## config.mk

```make
export PLATFORM = sky130hd
export DESIGN_NAME = logic_axi4_stream_skid_buffer_flat
export DESIGN_NICKNAME = d
export VERILOG_FILES = /design/src/rtl/logic_axi4_stream_pkg.sv /design/src/rtl/logic_axi4_stream_if.sv /design/src/rtl/logic_axi4_stream_skid_buffer_payload.sv /design/src/rtl/logic_axi4_stream_skid_buffer.sv /design/src/flat_wrapper.sv
export SDC_FILE = /design/constraint.sdc
export NUM_CORES = 1
export LEC_CHECK = 0
export CORE_MARGIN = 2
export CORE_UTILIZATION = 40
export CTS_CLUSTER_DIAMETER = 30
export DETAILED_ROUTE_END_ITERATION = 6
export PLACE_DENSITY = 0.69
export SLEW_MARGIN = 5
export SYNTH_ARGS = -nofsm -noshare
export SYNTH_HDL_FRONTEND = slang
export SYNTH_SLANG_ARGS = --single-unit
```

## constraint.sdc

```tcl
create_clock -name aclk -period 2.9 [get_ports aclk]
set_clock_uncertainty 0.05 [all_clocks]
set_input_delay 0.58 -clock aclk [delete_from_list [all_inputs] [get_ports aclk]]
set_output_delay 0.58 -clock aclk [all_outputs]
set_load 0.01 [all_outputs]
```

## src/rtl/logic_axi4_stream_pkg.sv

```systemverilog
// Shared AXI4-Stream package.
// Holds the skid-buffer occupancy encoding and helpers that size the flat
// payload vector from the stream field configuration.
//   skid_state_t  : EMPTY / HALF / FULL occupancy of the two-slot buffer
//   field_width   : clamps a field width to at least 1 bit for declarations
//   payload_width : total bits of all enabled stream fields
package logic_axi4_stream_pkg;

    typedef enum logic [1:0] {
        EMPTY = 2'd0,
        HALF  = 2'd1,
        FULL  = 2'd2
    } skid_state_t;

    // Disabled fields still need a 1-bit declaration to stay legal SV.
    function automatic int unsigned field_width(input int unsigned w);
        return (w > 0) ? w : 1;
    endfunction

    function automatic int unsigned payload_width(
        input int unsigned tdata_bytes,
        input int unsigned tuser_width,
        input int unsigned tdest_width,
        input int unsigned tid_width,
        input bit          use_tlast,
        input bit          use_tkeep,
        input bit          use_tstrb
    );
        int unsigned w;
        w = 8 * tdata_bytes + tuser_width + tdest_width + tid_width;
        if (use_tlast) w += 1;
        if (use_tkeep) w += tdata_bytes;
        if (use_tstrb) w += tdata_bytes;
        return w;
    endfunction

endpackage

```

## src/rtl/logic_axi4_stream_if.sv

```systemverilog
// AXI4-Stream bundle.
// Signals: tvalid, tready, tdata, tkeep, tstrb, tlast, tdest, tid, tuser.
// Zero-width fields are declared 1 bit wide; users decide whether they are
// meaningful.
//   modport rx : block consuming the stream (drives tready)
//   modport tx : block producing the stream (drives everything else)
interface logic_axi4_stream_if
    import logic_axi4_stream_pkg::*;
#(
    parameter int unsigned TDATA_BYTES = 1,
    parameter int unsigned TUSER_WIDTH = 1,
    parameter int unsigned TDEST_WIDTH = 1,
    parameter int unsigned TID_WIDTH   = 1
);
    localparam int unsigned DATA_W = field_width(8 * TDATA_BYTES);
    localparam int unsigned BYTE_W = field_width(TDATA_BYTES);
    localparam int unsigned USER_W = field_width(TUSER_WIDTH);
    localparam int unsigned DEST_W = field_width(TDEST_WIDTH);
    localparam int unsigned ID_W   = field_width(TID_WIDTH);

    logic              tvalid;
    logic              tready;
    logic [DATA_W-1:0] tdata;
    logic [BYTE_W-1:0] tkeep;
    logic [BYTE_W-1:0] tstrb;
    logic              tlast;
    logic [DEST_W-1:0] tdest;
    logic [ID_W-1:0]   tid;
    logic [USER_W-1:0] tuser;

    modport rx (
        input  tvalid, tdata, tkeep, tstrb, tlast, tdest, tid, tuser,
        output tready
    );

    modport tx (
        output tvalid, tdata, tkeep, tstrb, tlast, tdest, tid, tuser,
        input  tready
    );

endinterface

```

## src/rtl/logic_axi4_stream_skid_buffer_payload.sv

```systemverilog
// Pack/unpack between AXI4-Stream fields and one flat payload vector.
// Layout, LSB first: tdata, tkeep, tstrb, tlast, tdest, tid, tuser; only
// enabled fields occupy bits.
//   in_*       : stream fields to pack into pack_vec
//   pack_vec   : packed vector of the in_* fields
//   unpack_vec : packed vector to expand onto out_*
//   out_*      : unpacked fields; disabled ones drive fixed constants
module logic_axi4_stream_skid_buffer_payload
    import logic_axi4_stream_pkg::*;
#(
    parameter int unsigned TDATA_BYTES = 1,
    parameter int unsigned TUSER_WIDTH = 1,
    parameter int unsigned TDEST_WIDTH = 1,
    parameter int unsigned TID_WIDTH   = 1,
    parameter bit          USE_TLAST   = 1,
    parameter bit          USE_TKEEP   = 1,
    parameter bit          USE_TSTRB   = 1,
    localparam int unsigned DATA_W    = field_width(8 * TDATA_BYTES),
    localparam int unsigned BYTE_W    = field_width(TDATA_BYTES),
    localparam int unsigned USER_W    = field_width(TUSER_WIDTH),
    localparam int unsigned DEST_W    = field_width(TDEST_WIDTH),
    localparam int unsigned ID_W      = field_width(TID_WIDTH),
    localparam int unsigned PAYLOAD_W = field_width(payload_width(TDATA_BYTES, TUSER_WIDTH,
                                            TDEST_WIDTH, TID_WIDTH, USE_TLAST, USE_TKEEP, USE_TSTRB))
) (
    input  logic [DATA_W-1:0]    in_tdata,
    input  logic [BYTE_W-1:0]    in_tkeep,
    input  logic [BYTE_W-1:0]    in_tstrb,
    input  logic                 in_tlast,
    input  logic [DEST_W-1:0]    in_tdest,
    input  logic [ID_W-1:0]      in_tid,
    input  logic [USER_W-1:0]    in_tuser,
    output logic [PAYLOAD_W-1:0] pack_vec,
    input  logic [PAYLOAD_W-1:0] unpack_vec,
    output logic [DATA_W-1:0]    out_tdata,
    output logic [BYTE_W-1:0]    out_tkeep,
    output logic [BYTE_W-1:0]    out_tstrb,
    output logic                 out_tlast,
    output logic [DEST_W-1:0]    out_tdest,
    output logic [ID_W-1:0]      out_tid,
    output logic [USER_W-1:0]    out_tuser
);
    localparam int unsigned DW    = 8 * TDATA_BYTES;
    localparam int unsigned KW    = USE_TKEEP ? TDATA_BYTES : 0;
    localparam int unsigned SW    = USE_TSTRB ? TDATA_BYTES : 0;
    localparam int unsigned LW    = USE_TLAST ? 1 : 0;
    localparam int unsigned OFF_K = DW;
    localparam int unsigned OFF_S = OFF_K + KW;
    localparam int unsigned OFF_L = OFF_S + SW;
    localparam int unsigned OFF_D = OFF_L + LW;
    localparam int unsigned OFF_I = OFF_D + TDEST_WIDTH;
    localparam int unsigned OFF_U = OFF_I + TID_WIDTH;
    localparam int unsigned RAW_W = OFF_U + TUSER_WIDTH;

    // Disabled inputs (and the dummy bit of an empty payload) are read here only.
    logic unused_bits;
    assign unused_bits = ^{in_tdata, in_tkeep, in_tstrb, in_tlast, in_tdest,
                           in_tid, in_tuser, unpack_vec};

    if (RAW_W == 0) begin : g_no_payload
        assign pack_vec = '0;
    end

    if (DW > 0) begin : g_data
        assign pack_vec[0 +: DW] = in_tdata;
        assign out_tdata         = unpack_vec[0 +: DW];
    end else begin : g_no_data
        assign out_tdata = '0;
    end

    if (KW > 0) begin : g_keep
        assign pack_vec[OFF_K +: KW] = in_tkeep;
        assign out_tkeep             = unpack_vec[OFF_K +: KW];
    end else begin : g_no_keep
        assign out_tkeep = '1;
    end

    if (SW > 0) begin : g_strb
        assign pack_vec[OFF_S +: SW] = in_tstrb;
        assign out_tstrb             = unpack_vec[OFF_S +: SW];
    end else begin : g_no_strb
        assign out_tstrb = '1;
    end

    if (LW > 0) begin : g_last
        assign pack_vec[OFF_L] = in_tlast;
        assign out_tlast       = unpack_vec[OFF_L];
    end else begin : g_no_last
        assign out_tlast = 1'b1;
    end

    if (TDEST_WIDTH > 0) begin : g_dest
        assign pack_vec[OFF_D +: TDEST_WIDTH] = in_tdest;
        assign out_tdest                      = unpack_vec[OFF_D +: TDEST_WIDTH];
    end else begin : g_no_dest
        assign out_tdest = '0;
    end

    if (TID_WIDTH > 0) begin : g_id
        assign pack_vec[OFF_I +: TID_WIDTH] = in_tid;
        assign out_tid                      = unpack_vec[OFF_I +: TID_WIDTH];
    end else begin : g_no_id
        assign out_tid = '0;
    end

    if (TUSER_WIDTH > 0) begin : g_user
        assign pack_vec[OFF_U +: TUSER_WIDTH] = in_tuser;
        assign out_tuser                      = unpack_vec[OFF_U +: TUSER_WIDTH];
    end else begin : g_no_user
        assign out_tuser = '0;
    end

endmodule

```

## src/rtl/logic_axi4_stream_skid_buffer.sv

```systemverilog
// Two-entry AXI4-Stream register slice (output register + skid register).
// Full throughput with every tx output and rx.tready coming from flops, so
// there is no combinational path from tx.tready to rx.tready.
//   aclk   : clock
//   areset : asynchronous active-high reset (clears control, not payload)
//   rx     : upstream stream (rx modport)
//   tx     : downstream stream (tx modport)
module logic_axi4_stream_skid_buffer
    import logic_axi4_stream_pkg::*;
#(
    parameter int unsigned TDATA_BYTES = 1,
    parameter int unsigned TUSER_WIDTH = 1,
    parameter int unsigned TDEST_WIDTH = 1,
    parameter int unsigned TID_WIDTH   = 1,
    parameter bit          USE_TLAST   = 1,
    parameter bit          USE_TKEEP   = 1,
    parameter bit          USE_TSTRB   = 1
) (
    input logic             aclk,
    input logic             areset,
    logic_axi4_stream_if.rx rx,
    logic_axi4_stream_if.tx tx
);
    localparam int unsigned PAYLOAD_W = field_width(payload_width(TDATA_BYTES, TUSER_WIDTH,
                                            TDEST_WIDTH, TID_WIDTH, USE_TLAST, USE_TKEEP, USE_TSTRB));

    skid_state_t          state_q, state_d;
    logic                 tx_tvalid_q, tx_tvalid_d;
    logic                 rx_tready_q, rx_tready_d;
    logic [PAYLOAD_W-1:0] out_q, out_d;
    logic [PAYLOAD_W-1:0] skid_q, skid_d;
    logic [PAYLOAD_W-1:0] rx_vec;
    logic                 rx_hs, tx_hs;
    logic                 load_out_rx, load_out_skid, load_skid;

    assign rx_hs = rx.tvalid && rx_tready_q;
    assign tx_hs = tx_tvalid_q && tx.tready;

    assign tx.tvalid = tx_tvalid_q;
    assign rx.tready = rx_tready_q;

    logic_axi4_stream_skid_buffer_payload #(
        .TDATA_BYTES (TDATA_BYTES),
        .TUSER_WIDTH (TUSER_WIDTH),
        .TDEST_WIDTH (TDEST_WIDTH),
        .TID_WIDTH   (TID_WIDTH),
        .USE_TLAST   (USE_TLAST),
        .USE_TKEEP   (USE_TKEEP),
        .USE_TSTRB   (USE_TSTRB)
    ) u_payload (
        .in_tdata   (rx.tdata),
        .in_tkeep   (rx.tkeep),
        .in_tstrb   (rx.tstrb),
        .in_tlast   (rx.tlast),
        .in_tdest   (rx.tdest),
        .in_tid     (rx.tid),
        .in_tuser   (rx.tuser),
        .pack_vec   (rx_vec),
        .unpack_vec (out_q),
        .out_tdata  (tx.tdata),
        .out_tkeep  (tx.tkeep),
        .out_tstrb  (tx.tstrb),
        .out_tlast  (tx.tlast),
        .out_tdest  (tx.tdest),
        .out_tid    (tx.tid),
        .out_tuser  (tx.tuser)
    );

    // rx.tready stays low throughout reset; it rises on the first edge after
    // release because the next state then decodes to EMPTY.
    always_ff @(posedge aclk or posedge areset) begin
        if (areset) begin
            state_q     <= EMPTY;
            tx_tvalid_q <= 1'b0;
            rx_tready_q <= 1'b0;
        end else begin
            state_q     <= state_d;
            tx_tvalid_q <= tx_tvalid_d;
            rx_tready_q <= rx_tready_d;
        end
    end

    always_comb begin
        state_d = state_q;
        case (state_q)
            EMPTY: if (rx_hs) state_d = HALF;
            HALF: begin
                if (rx_hs && !tx_hs)      state_d = FULL;
                else if (!rx_hs && tx_hs) state_d = EMPTY;
            end
            FULL:    if (tx_hs) state_d = HALF;
            default: state_d = EMPTY;
        endcase
    end

    // Handshake outputs are registered decodes of the next state; the load
    // strobes steer the two payload registers.
    always_comb begin
        tx_tvalid_d   = (state_d != EMPTY);
        rx_tready_d   = (state_d != FULL);
        load_out_rx   = 1'b0;
        load_out_skid = 1'b0;
        load_skid     = 1'b0;
        case (state_q)
            EMPTY: load_out_rx = rx_hs;
            HALF: begin
                load_out_rx = rx_hs && tx_hs;
                load_skid   = rx_hs && !tx_hs;
            end
            FULL:    load_out_skid = tx_hs;
            default: ;
        endcase
    end

    always_comb begin
        out_d  = out_q;
        skid_d = skid_q;
        if (load_out_rx)        out_d = rx_vec;
        else if (load_out_skid) out_d = skid_q;
        if (load_skid)          skid_d = rx_vec;
    end

    always_ff @(posedge aclk) begin
        out_q  <= out_d;
        skid_q <= skid_d;
    end

endmodule

```

## src/flat_wrapper.sv

```systemverilog
// flat-port wrapper written by rule: the top's interface ports become plain ports
module logic_axi4_stream_skid_buffer_flat import logic_axi4_stream_pkg::*;
#(
    parameter int unsigned TDATA_BYTES = 1,
    parameter int unsigned TUSER_WIDTH = 1,
    parameter int unsigned TDEST_WIDTH = 1,
    parameter int unsigned TID_WIDTH   = 1,
    parameter bit          USE_TLAST   = 1,
    parameter bit          USE_TKEEP   = 1,
    parameter bit          USE_TSTRB   = 1
)
  (aclk, areset, rx_tvalid, rx_tdata, rx_tkeep, rx_tstrb, rx_tlast, rx_tdest, rx_tid, rx_tuser, rx_tready, tx_tvalid, tx_tdata, tx_tkeep, tx_tstrb, tx_tlast, tx_tdest, tx_tid, tx_tuser, tx_tready);
  logic_axi4_stream_if #(.TDATA_BYTES(TDATA_BYTES), .TUSER_WIDTH(TUSER_WIDTH), .TDEST_WIDTH(TDEST_WIDTH), .TID_WIDTH(TID_WIDTH)) rx_i ();
  logic_axi4_stream_if #(.TDATA_BYTES(TDATA_BYTES), .TUSER_WIDTH(TUSER_WIDTH), .TDEST_WIDTH(TDEST_WIDTH), .TID_WIDTH(TID_WIDTH)) tx_i ();
  input logic aclk;
  input logic areset;
  input wire logic [$bits(rx_i.tvalid)-1:0] rx_tvalid;
  input wire logic [$bits(rx_i.tdata)-1:0] rx_tdata;
  input wire logic [$bits(rx_i.tkeep)-1:0] rx_tkeep;
  input wire logic [$bits(rx_i.tstrb)-1:0] rx_tstrb;
  input wire logic [$bits(rx_i.tlast)-1:0] rx_tlast;
  input wire logic [$bits(rx_i.tdest)-1:0] rx_tdest;
  input wire logic [$bits(rx_i.tid)-1:0] rx_tid;
  input wire logic [$bits(rx_i.tuser)-1:0] rx_tuser;
  output wire logic [$bits(rx_i.tready)-1:0] rx_tready;
  output wire logic [$bits(tx_i.tvalid)-1:0] tx_tvalid;
  output wire logic [$bits(tx_i.tdata)-1:0] tx_tdata;
  output wire logic [$bits(tx_i.tkeep)-1:0] tx_tkeep;
  output wire logic [$bits(tx_i.tstrb)-1:0] tx_tstrb;
  output wire logic [$bits(tx_i.tlast)-1:0] tx_tlast;
  output wire logic [$bits(tx_i.tdest)-1:0] tx_tdest;
  output wire logic [$bits(tx_i.tid)-1:0] tx_tid;
  output wire logic [$bits(tx_i.tuser)-1:0] tx_tuser;
  input wire logic [$bits(tx_i.tready)-1:0] tx_tready;
  assign rx_i.tvalid = rx_tvalid;
  assign rx_i.tdata = rx_tdata;
  assign rx_i.tkeep = rx_tkeep;
  assign rx_i.tstrb = rx_tstrb;
  assign rx_i.tlast = rx_tlast;
  assign rx_i.tdest = rx_tdest;
  assign rx_i.tid = rx_tid;
  assign rx_i.tuser = rx_tuser;
  assign rx_tready = rx_i.tready;
  assign tx_tvalid = tx_i.tvalid;
  assign tx_tdata = tx_i.tdata;
  assign tx_tkeep = tx_i.tkeep;
  assign tx_tstrb = tx_i.tstrb;
  assign tx_tlast = tx_i.tlast;
  assign tx_tdest = tx_i.tdest;
  assign tx_tid = tx_i.tid;
  assign tx_tuser = tx_i.tuser;
  assign tx_i.tready = tx_tready;
  logic_axi4_stream_skid_buffer #(.TDATA_BYTES(TDATA_BYTES), .TUSER_WIDTH(TUSER_WIDTH), .TDEST_WIDTH(TDEST_WIDTH), .TID_WIDTH(TID_WIDTH), .USE_TLAST(USE_TLAST), .USE_TKEEP(USE_TKEEP), .USE_TSTRB(USE_TSTRB)) u_core (.aclk(aclk), .areset(areset), .rx(rx_i), .tx(tx_i));
endmodule
```

# Word level (Yosys, flattened, before mapping)
# Index checks and enable logic that the tools add are counted.
[op_classes] n_addsub=0 n_mul=0 n_div=0 order_cmp=0 eq_ne=3 shift=0 n_mux=10 bitwise=0 n_reduce_logical=10
[op_table] cell="$mux W14" n=2
[op_table] cell="$mux W2" n=4
[op_table] cell="$pmux W2 S3" n=1
[op_table] cell="$logic_and A1 B1 Y1" n=5
[op_table] cell="$reduce_bool A2 Y1" n=2
[op_table] cell="$eq A2 B1 Y1 const B" n=1
[op_table] cell="$eq A2 B2 Y1 const B" n=1
[op_table] cell="$logic_not A1 Y1" n=2
[op_table] cell="$logic_not A2 Y1" n=1
[op_table] cell="$mux W1" n=2
[op_table] cell="$ne A2 B2 Y1 const B" n=1
[op_table] cell="$pmux W1 S2" n=1
[word_totals] regBits=32 latch_bits=0 ram_bits=0 romBits=0 in_bits=18 out_inout_bits=16 elab_cells=28 n_memories=0

# Depth between registers and ports, before layout
[depth] word_depth=7 ltp_mapped=4 depth_no_buf=3

# Hierarchy
# A second synthesis with hierarchy kept.
[unflattened] cells_unflattened=92 area_unflattened_um2=1480.2
[modules_own_cells] mod="logic_axi4_stream_skid_buffer" instances=1 cells_each=64 area_per_inst_um2=1270.0 seq_area_each_um2=940.9
[modules_own_cells] mod="logic_axi4_stream_skid_buffer_payload" instances=1 cells_each=28 area_per_inst_um2=210.2 seq_area_each_um2=0.0

# Worst setup path before layout
# Ideal clock, no wire load.
[synth_path] path_kind="input port to flip-flop" from="input tx_tready" to="register u_core.skid_q[0], enable pin" setup_ns=0.407 t_arrival_ns=1.899 required_time_ns=2.443 slack_ns=0.544 stages=2 n_path_buf=0 cell_sequence="a21bo_4 > nor3_1"
[synth_between] elab_chain_cells=4
[synth_lines] element="start, declared" line_no="flat_wrapper.sv:34" source="input wire logic [$bits(tx_i.tready)-1:0] tx_tready;"
[synth_lines] element="$logic_and A1 B1 Y1" line_no="logic_axi4_stream_skid_buffer.sv:37" source="assign tx_hs = tx_tvalid_q && tx.tready;"
[synth_lines] element="$logic_not A1 Y1" line_no="logic_axi4_stream_skid_buffer.sv:108" source="load_skid = rx_hs && !tx_hs;"
[synth_lines] element="$logic_and A1 B1 Y1" line_no="logic_axi4_stream_skid_buffer.sv:108"
[synth_lines] element="$mux W1" line_no="logic_axi4_stream_skid_buffer.sv:104" source="case (state_q)"
[synth_lines] element="named net u_core.load_skid" line_no="logic_axi4_stream_skid_buffer.sv:34" source="logic load_out_rx, load_out_skid, load_skid;"
[synth_lines] element="end signal, assigned" line_no="logic_axi4_stream_skid_buffer.sv:125" source="skid_q <= skid_d;"
[synth_lines] element="end, declared" line_no="logic_axi4_stream_skid_buffer.sv:31" source="logic [PAYLOAD_W-1:0] skid_q, skid_d;"
# The timed path passes the listed nets, and every way through them passes these cells.
# A chain may end at the register's enable or synchronous reset.

# Final worst setup path
[layout_path] from="input tx_tready" to="register u_core.out_q[7], enable pin"
[layout_between] elab_chain_cells=4 elab_cells_between_ends=5 classes_between="mux (2); reduce/logical (3)"
[layout_lines] element="$logic_and A1 B1 Y1 *" line_no="logic_axi4_stream_skid_buffer.sv:37"
[layout_lines] element="$logic_and A1 B1 Y1" line_no="logic_axi4_stream_skid_buffer.sv:107" source="load_out_rx = rx_hs && tx_hs;"
[layout_lines] element="$pmux W1 S2" line_no="logic_axi4_stream_skid_buffer.sv:104"
[layout_lines] element="$reduce_bool A2 Y1 (no line) *"
[layout_lines] element="end signal, assigned" line_no="logic_axi4_stream_skid_buffer.sv:124" source="out_q <= out_d;"
[layout_lines] element="end, declared" line_no="logic_axi4_stream_skid_buffer.sv:30" source="logic [PAYLOAD_W-1:0] out_q, out_d;"
# Every way passes the cells marked *; elsewhere a longest branch is shown, timed or not.

==> summary.txt <==
layout cells sized above 1: 0.2685
Int Power: 1171 µW
post_cts resized: 0
post-route insts no fill: 152
TritonCTS Buffers: 5
Synthesis Warnings: 0
worst path arrival time: 2.01 ns
clock power share: 0.201
max-cap violation count: 0
Critical Path Sink Type: register
status: completed
routability cong.: 0.6713
pwr dens: 917.8 mW/mm²
CTS tree: built
Avg WL per Cell: 13.46 µm
dpl hpwl: 1469 µm
largest net degree at the start of global routing: 17
pre-CTS setup slack: 0.5109 ns
Avg Cell Area, Syn: 19.84 µm²
CTS clock-pin slew for the worst setup and hold paths: 0.09 ns
Post-route DRC: 0
ant diodes: 0
clock sinks: 32
CP Data Required Time: 2.88 ns
routed wire length: 2046 µm
RSZ-0062 raised after global routing: no
CTS H-tree lvls: 2
final setup fails: 0
net switching power: 430.8 µW
Die H: 60.35 µm
most frequent CP cell: buf_4
Chip Width: 60.35 µm
violation count after the first detailed-route iteration: 16
first-pass GRT wire length: 3160 µm
sequential power share: 0.453
I/O pin cnt: 34
slowest CP cell: clkdlybuf4s50_1
Root Buffer: clkbuf_4
Leakage: 0.0006361 µW
CP max stage delay: 0.51 ns
min cycle time layout: 2.030 ns
die area: 0.003642 mm²
Hold Violations, Final: 0
commonest non-fill, non-tap cells in the layout: clkdlybuf4s50_1 (33), edfxtp_1 (28), mux2_4 (9)
grt ovf: 0
via count: 689
Tightest Pin Transition: 0.2266 ns
vias in the first global route: 676
Starting Density: 0.4194
Final ANT Viol Nets: 0
TNS Setup: 0 ns
final worst setup slack: 0.8696 ns
Worst VDD drop: 0.0005094 V
PortBufs: 33
Nets: 125
area grow syn2layout: 37.44%
Cells after Synth: 64
Slew Limit Fails: 0
syn_nets: 82
register area share after synthesis: 0.7409
sw frac: 0.2689
Worst path top cell family by delay: buffers and inverters
Via-to-Cell Ratio: 4.533
clock latency at the later pin of the worst-skew pair: 0.33 ns
First-pass DRT Iterations: 4
Gate power share: 0.346
fillers: 252
relative slew slack: 0.8489
Total GRT Usage: 0.1275
post-synth cell types: 20
initial antenna violation count: 0
number of hold buffers added after cts: 0
crit path cell chain: clkdlybuf4s50_1 > a21bo_4 > nor3b_4 > buf_4 > o21bai_1 > buf_4
Setup Buffers After CTS: 0
clk buf depth: 2
period utilisation layout: 0.7001
CP Launch Type: input pin
Max Freq: 492.5 MHz
Placed Cells: 144
Synth Cell Area: 0.001270 mm²
register bit total from synthesis: 32
Hold Path Class: in2async
CORE AREA: 0.003028 mm²
most common cell after layout, fill and taps aside: clkdlybuf4s50_1
Worst Path Buf+Inv: 3
crit path max fanout: 14
CP Class: in2reg
row cnt: 20
[path summary, 6_finish.rpt]
path,start,to,slack [ns],cells past startpoint
max,tx_tready,u_core.out_q[7]$_DFFE_PP_,0.87,6
min,areset,u_core.tx.tvalid$_DFF_PP0_,0.38,2
max reg2reg,u_core.state_q[0]$_DFF_PP0_,u_core.out_q[7]$_DFFE_PP_,1.18,5
min reg2reg,u_core.skid_q[7]$_DFFE_PP_,u_core.out_q[7]$_DFFE_PP_,0.50,1
max in group asynchronous,areset,u_core.state_q[1]$_DFF_PP0_,2.28,2
min in group aclk,u_core.skid_q[7]$_DFFE_PP_,u_core.out_q[7]$_DFFE_PP_,0.50,1
[synth_stat cells (all sizes together)]
cell	number	area share
mux2	14	0.15
inv	1	0.0030
nor3b	1	0.015
dfrtp	4	0.079
and3	1	0.0049
nand2	3	0.0089
buf	1	0.016
or2	1	0.0049
nand3b	1	0.0059
a21oi	1	0.0039
a21bo	1	0.013
nor3	1	0.0039
o21bai	1	0.0059
nand4	1	0.0049
edfxtp	28	0.66
o21ai	1	0.0039
a21o	1	0.0069
nor2	1	0.0030
nand2b	1	0.0049
[layout make-up]
class | instances | area [µm²] | share of cell area
well taps | 44 | 55.05 | 0.03154
repair buffers | 37 | 360.3 | 0.2065
clock buffers | 5 | 37.54 | 0.02151
flip-flops and latches | 32 | 940.9 | 0.5391
multi-input cells | 30 | 310.3 | 0.1778
inverters | 1 | 3.754 | 0.002151
clock inverters | 3 | 37.54 | 0.02151
[per-stage QoR]
stage	hold slack [ns]	util	area, µm²	power, µW
after floorplan	0.2961	-	1270	1067
after global placement	0.4799	0.5517	1670	1280
after detailed placement	0.4846	0.5517	1670	1302
after CTS	0.3579	0.5764	1745	1626
after global routing	0.3846	0.5764	1745	1688
final	0.3798	0.5764	1745	1602
[sequential cells by signal, summed over array words and instances (netlist names)]
| register | flops |
|---|---|
| u_core.out_q | 14 |
| u_core.tx.tvalid | 1 |
| u_core.skid_q | 14 |
| u_core.state_q | 2 |
| u_core.rx.tready | 1 |
[routing by layer]
layer,global-route usage,part of all wire,vias to the layer above
met4,0.08571,0.028,0
met5,0,0,-
met2,0.2096,0.49,29
li1,-,-,330
met3,0.05330,0.073,6
met1,0.1332,0.41,324
[kinds of logic after synthesis]
group                  Yosys count  synth area share
AND/OR/NAND/NOR                 11           0.05617
flip-flops                      32            0.7409
multiplexers                    14            0.1507
buffers and inverters            2           0.01872
AO/OA/AOI/OAI                    5           0.03350
[worst register-to-register path: cells and delay by family, from the launching register on]
family,cells,cell delay (ns)
flops,1,0.41
simple gates,1,0.20
compound gates,2,0.33
buf+inv,2,0.43
[power by group through the flow]
stage / clock (µW) / combinational, µW / sequential, µW
6_report: 322 / 554 / 726
5_1_grt: 354 / 597 / 738
3_5_place_dp: 0 / 562 / 740
4_1_cts: 335 / 562 / 728
3_3_place_gp: 0 / 547 / 734
2_1_floorplan: 0 / 297 / 770
No activity file was read; power rests on OpenSTA's default activity.
